File: config.mk
export PLATFORM = sky130hd
export DESIGN_NAME = fetch_stage
export DESIGN_NICKNAME = d
export VERILOG_FILES = /design/src/rtl/fetch_stage.sv
export SDC_FILE = /design/constraint.sdc
export NUM_CORES = 1
export LEC_CHECK = 0
export ABC_AREA = 1
export CAP_MARGIN = 20
export CORE_MARGIN = 2
export CORE_UTILIZATION = 46
export DETAILED_ROUTE_END_ITERATION = 6
export GPL_TIMING_DRIVEN = 0
export MAX_ROUTING_LAYER = met4
export PLACE_DENSITY = 0.81
export SYNTH_ARGS = -nofsm -noshare
export SYNTH_HDL_FRONTEND = slang
export SYNTH_SLANG_ARGS = --single-unit
export TNS_END_PERCENT = 30
File: constraint.sdc
create_clock -name clk -period 1.76 [get_ports clk]
set_input_delay 0.176 -clock clk [delete_from_list [all_inputs] [get_ports clk]]
set_output_delay 0.176 -clock clk [all_outputs]
set_load 0.05 [all_outputs]
File: src/rtl/fetch_stage.sv
// Instruction-fetch stage: PC register, IF/ID pipeline register, stall/redirect/halt handling.
// Optional FETCH_PERF_EN adds fetched/bubble/stall event counters.
module fetch_stage #(
  parameter int unsigned               AWIDTH    = 32,
  parameter int unsigned               DWIDTH    = 32,
  parameter logic [AWIDTH-1:0]         BASE_ADDR = AWIDTH'(32'h0100_0000),
  parameter logic [DWIDTH-1:0]         NOP_INSN  = DWIDTH'(32'h0000_0013)
) (
  input  logic              clk,
  input  logic              reset,
  input  logic              stall,
  input  logic              redirect,
  input  logic [AWIDTH-1:0] redirect_pc,
  output logic [AWIDTH-1:0] imem_addr,
  input  logic [DWIDTH-1:0] imem_data,
  output logic [AWIDTH-1:0] if_id_pc,
  output logic [DWIDTH-1:0] if_id_insn,
  output logic              if_id_valid,
  output logic              halted,
`ifdef FETCH_PERF_EN
  output logic [31:0]       perf_fetched,
  output logic [31:0]       perf_bubbles,
  output logic [31:0]       perf_stalls,
`endif
  output logic              misalign_err
);

  localparam logic [DWIDTH-1:0] ECALL_INSN = DWIDTH'(32'h0000_0073);

  typedef enum logic {ST_RUN, ST_HALT} state_e;

  state_e            state_q, state_d;
  logic [AWIDTH-1:0] pc_q, pc_d;
  logic [AWIDTH-1:0] ifid_pc_q, ifid_pc_d;
  logic [DWIDTH-1:0] ifid_insn_q, ifid_insn_d;
  logic              ifid_valid_q, ifid_valid_d;
  logic              halted_q, halted_d;
  logic              misalign_q, misalign_d;
  logic              load_valid_c, load_bubble_c, stalled_c;
  logic              is_ecall_c;

  assign is_ecall_c = (imem_data == ECALL_INSN);

  // State register
  always_ff @(posedge clk) begin
    if (reset) state_q <= ST_RUN;
    else       state_q <= state_d;
  end

  // Next-state: an unstalled, unredirected ecall fetch is the only way into HALT
  always_comb begin
    state_d = state_q;
    case (state_q)
      ST_RUN:  if (!redirect && !stall && is_ecall_c) state_d = ST_HALT;
      ST_HALT: state_d = ST_HALT;
      default: state_d = ST_RUN;
    endcase
  end

  // Datapath next values and event strobes
  always_comb begin
    pc_d          = pc_q;
    ifid_pc_d     = ifid_pc_q;
    ifid_insn_d   = ifid_insn_q;
    ifid_valid_d  = ifid_valid_q;
    halted_d      = halted_q;
    misalign_d    = misalign_q;
    load_valid_c  = 1'b0;
    load_bubble_c = 1'b0;
    stalled_c     = 1'b0;
    case (state_q)
      ST_RUN: begin
        if (redirect) begin
          pc_d          = {redirect_pc[AWIDTH-1:2], 2'b00};
          ifid_pc_d     = pc_q;
          ifid_insn_d   = NOP_INSN;
          ifid_valid_d  = 1'b0;
          load_bubble_c = 1'b1;
          if (redirect_pc[1:0] != 2'b00) misalign_d = 1'b1;
        end else if (stall) begin
          stalled_c = 1'b1;
        end else begin
          pc_d         = pc_q + AWIDTH'(4);
          ifid_pc_d    = pc_q;
          ifid_insn_d  = imem_data;
          ifid_valid_d = 1'b1;
          load_valid_c = 1'b1;
          if (is_ecall_c) halted_d = 1'b1;
        end
      end
      default: begin
        // Halted: PC frozen, redirects dropped, bubbles flow on unstalled cycles
        if (stall) begin
          stalled_c = 1'b1;
        end else begin
          ifid_pc_d     = pc_q;
          ifid_insn_d   = NOP_INSN;
          ifid_valid_d  = 1'b0;
          load_bubble_c = 1'b1;
        end
      end
    endcase
  end

  always_ff @(posedge clk) begin
    if (reset) begin
      pc_q         <= BASE_ADDR;
      ifid_pc_q    <= BASE_ADDR;
      ifid_insn_q  <= NOP_INSN;
      ifid_valid_q <= 1'b0;
      halted_q     <= 1'b0;
      misalign_q   <= 1'b0;
    end else begin
      pc_q         <= pc_d;
      ifid_pc_q    <= ifid_pc_d;
      ifid_insn_q  <= ifid_insn_d;
      ifid_valid_q <= ifid_valid_d;
      halted_q     <= halted_d;
      misalign_q   <= misalign_d;
    end
  end

  assign imem_addr    = pc_q;
  assign if_id_pc     = ifid_pc_q;
  assign if_id_insn   = ifid_insn_q;
  assign if_id_valid  = ifid_valid_q;
  assign halted       = halted_q;
  assign misalign_err = misalign_q;

`ifdef FETCH_PERF_EN
  logic [31:0] perf_fetched_q, perf_bubbles_q, perf_stalls_q;

  // Free-running wrap-around event counters
  always_ff @(posedge clk) begin
    if (reset) begin
      perf_fetched_q <= 32'd0;
      perf_bubbles_q <= 32'd0;
      perf_stalls_q  <= 32'd0;
    end else begin
      if (load_valid_c)  perf_fetched_q <= perf_fetched_q + 32'd1;
      if (load_bubble_c) perf_bubbles_q <= perf_bubbles_q + 32'd1;
      if (stalled_c)     perf_stalls_q  <= perf_stalls_q + 32'd1;
    end
  end

  assign perf_fetched = perf_fetched_q;
  assign perf_bubbles = perf_bubbles_q;
  assign perf_stalls  = perf_stalls_q;
`else
  logic unused_perf_c;
  assign unused_perf_c = load_valid_c ^ load_bubble_c ^ stalled_c;
`endif

endmodule

==> results.toml <==
[layout]
fin_nets = 947
final_layout_size_suffix_gt1_share_pct = 10.3
fin_util_pct = 67.0
areaGrowthSynthToFinish_pct = 43.0
antenna_cells = 0
instances_no_fill = 1019
finish.instance_area_mm2 = 0.00682

[clocking]
max-clock-path-buffers = 2
cts_tree = "done"
clock-root-buffer = "clkbuf_8"
h-tree-depth = 3
clkTransAtPathRegs_ps = 110
clock_sinks = 98
hold_buffers = 0
numCtsBuffers = 9
clk_latency_ps = 390

[timing]
finalHoldViolCount = 0
tightest_slew_ps = 735
fin_setup_tns_ps = 0
fmax_mhz = 575
min_period_over_period_pct = 98.8
final-max-slew-violation-count = 0
clock_skew_ps = 15.1
slew_headroom_pct = 51.0
setup_viol = 0
period_needed_ps = 1740

[worst_setup_path]
worstPathCellList = "clkdlybuf4s50_1"
max_stage_delay_ps = 820
worstReg2RegStart = "imem_addr[11]"
arrival_ps = 1560
path_class = "reg2out"
end_kind = "output pin"
crit_family = "buffers and inverters"
cp_max_fo = 2
crit_start = "if_id_insn[11]"
cp-start-kind = "flop"
cpMaxStageDelayCell = "clkdlybuf4s50_1"
crit_buf_inv = 1
required_ps = 1580

[placement]
placed_cells = 1003
port_buffers = 162
dp_hpwl_um = 13400
placed_cell_area_mm2 = 0.00657
gp_congestion = 0.939

[floorplanning]
die_h_um = 106
fp.dieArea_mm2 = 0.0112
core_mm2 = 0.0102
row_count = 37
start_util_pct = 46.8
fp.dieW_um = 106
pin_count = 167

[logic_synthesis]
yosysSeqAreaShare_pct = 41.1
synth_cells = 704
syn_area_mm2 = 0.00477
yosysTopAreaCell = "dfxtp_1"
ys_warn_count = 0
ys_ff_latch = 98
synth_top_area_share_pct = 41.1
syn_avg_cell_area_um2 = 6.77
post_synth_num_cell_types = 35
synthTopCellsByArea = "dfxtp_1, nand2_1, nor2_1, nand3_1, a21oi_1"

[global_routing]
grt_pass1_wl_um = 27100
grt_pass1_vias = 5235
antenna_found_initial = 0
grt-ovfl-total = 0
track_usage_pct = 32.0
grt_max_degree = 19

[pwr]
vdd_drop_max_mv = 0.593
cellLeakagePower_nw = 3.07
total_power_w = 0.00533
p_per_area_mw_per_mm2 = 781

[hold_path]
hold_path_class = "in2reg"
worstHoldStart = "redirect"

[status]
outcome = "complete, no violations"

[detailed_routing]
postRouteAntennaNets = 0
vias = 5554
wirelength_um = 17600
drt_iter0_markers = 517
via_per_inst = 5.45
wl_per_cell_um = 17.3
drcViolationCount = 0
dr.pass1.iters = 6

[run]
cap_violations = 0
kinds of logic after synthesis:
group,Yosys count,synth area share [%]
simple gates,391,35.8
compound gates,128,15.1
flops,98,41.1
buf+inv,84,7.42
xor+xnor,1,0.184
fa+ha+maj,1,0.262
other cells,1,0.0786
stage by stage:
stage                     setup slack, ps  hold slack [ps]
after detailed placement             -162              444
after CTS                           0.603              234
after global placement               -156              435
after floorplan                      51.6              313
after global routing                -8.15              252
final                                21.6              256
layout by cell type, fill, tap and decap left out, types with 4 or more instances in the layout:
cell type	count
dlygate4sd2_1	32
inv_1	36
dfxtp_2	4
inv_2	9
nor2_2	12
nor3_1	4
a211oi_1	13
nor2_1	107
clkdlybuf4s50_1	99
o21ai_0	32
buf_4	4
nor2_4	7
o22ai_1	4
clkbuf_8	9
clkbuf_1	14
nand2_1	171
nand3_1	68
buf_2	19
a21oi_1	66
nand2_2	8
dlymetal6s2s_1	31
a21oi_2	5
nand4_1	7
dfxtp_1	93
repair_timing:
item / 4_1_cts / 5_1_grt
gates cloned: 0 / 0
endpoints found under the hold margin: 0 / 0
resized for setup: 32 / 36
setup buffers: 0 / 0
setup endpoints to repair: 32 / 36
worst paths after layout:
| check | depth (start not counted) | slack (ps) | endpoint |
|---|---|---|---|
| worst min-delay path | 3 | 260 | imem_addr[4] |
| worst max-delay path | 1 | 20 | if_id_insn[11] |
| worst max register to register | 9 | 100 | imem_addr[28] |
| worst min register to register | 2 | 460 | if_id_pc[1] |
cells in the mapped netlist (all sizes together):
master    n
conb      1
nor3      5
ha        1
nand4     7
a221oi    1
nand2   181
nor2    126
o211ai    2
buf      25
nand3    68
dfxtp    98
a31oi     1
inv      45
nor4      1
o22ai     4
a311oi    1
xnor2     1
o21ai    33
a21oi    71
a211oi   13
o32ai     1
o211a     1
or2       3
clkbuf   14
registers in the layout, summed over array words and instances, names as in the netlist:
name	flops
imem_addr	30
halted	1
if_id_pc	32
state_q	1
if_id_insn	32
if_id_valid	1
misalign_err	1
report_power, final:
| part | internal, W | switching [W] |
|---|---|---|
| sequential | 0.00234 | 0.000129 |
| combinational | 0.000440 | 0.000855 |
| clock | 0.000684 | 0.000880 |
| total | 0.00347 | 0.00186 |
per-layer routing:
layer / vias to the layer above / wire length [um] / global-route usage, %
met4: 0 / 451 / 10.9
met1: 2623 / 7600 / 41.8
li1: 2644 / - / -
met5: - / 0 / -
met3: 41 / 1340 / 5.38
met2: 246 / 8250 / 50.4
final cells by class:
cell class                 count  area (um2)
clock buffer                   9         124
inverter                      45         169
clock inverter                 7        85.1
buffer                        39         185
timing repair buffer         162        1660
fill                         943        3360
sequential                    98        1970
multi-input combinational    523        2460
tap                          136         170
Power figures use the tool's default switching activity.
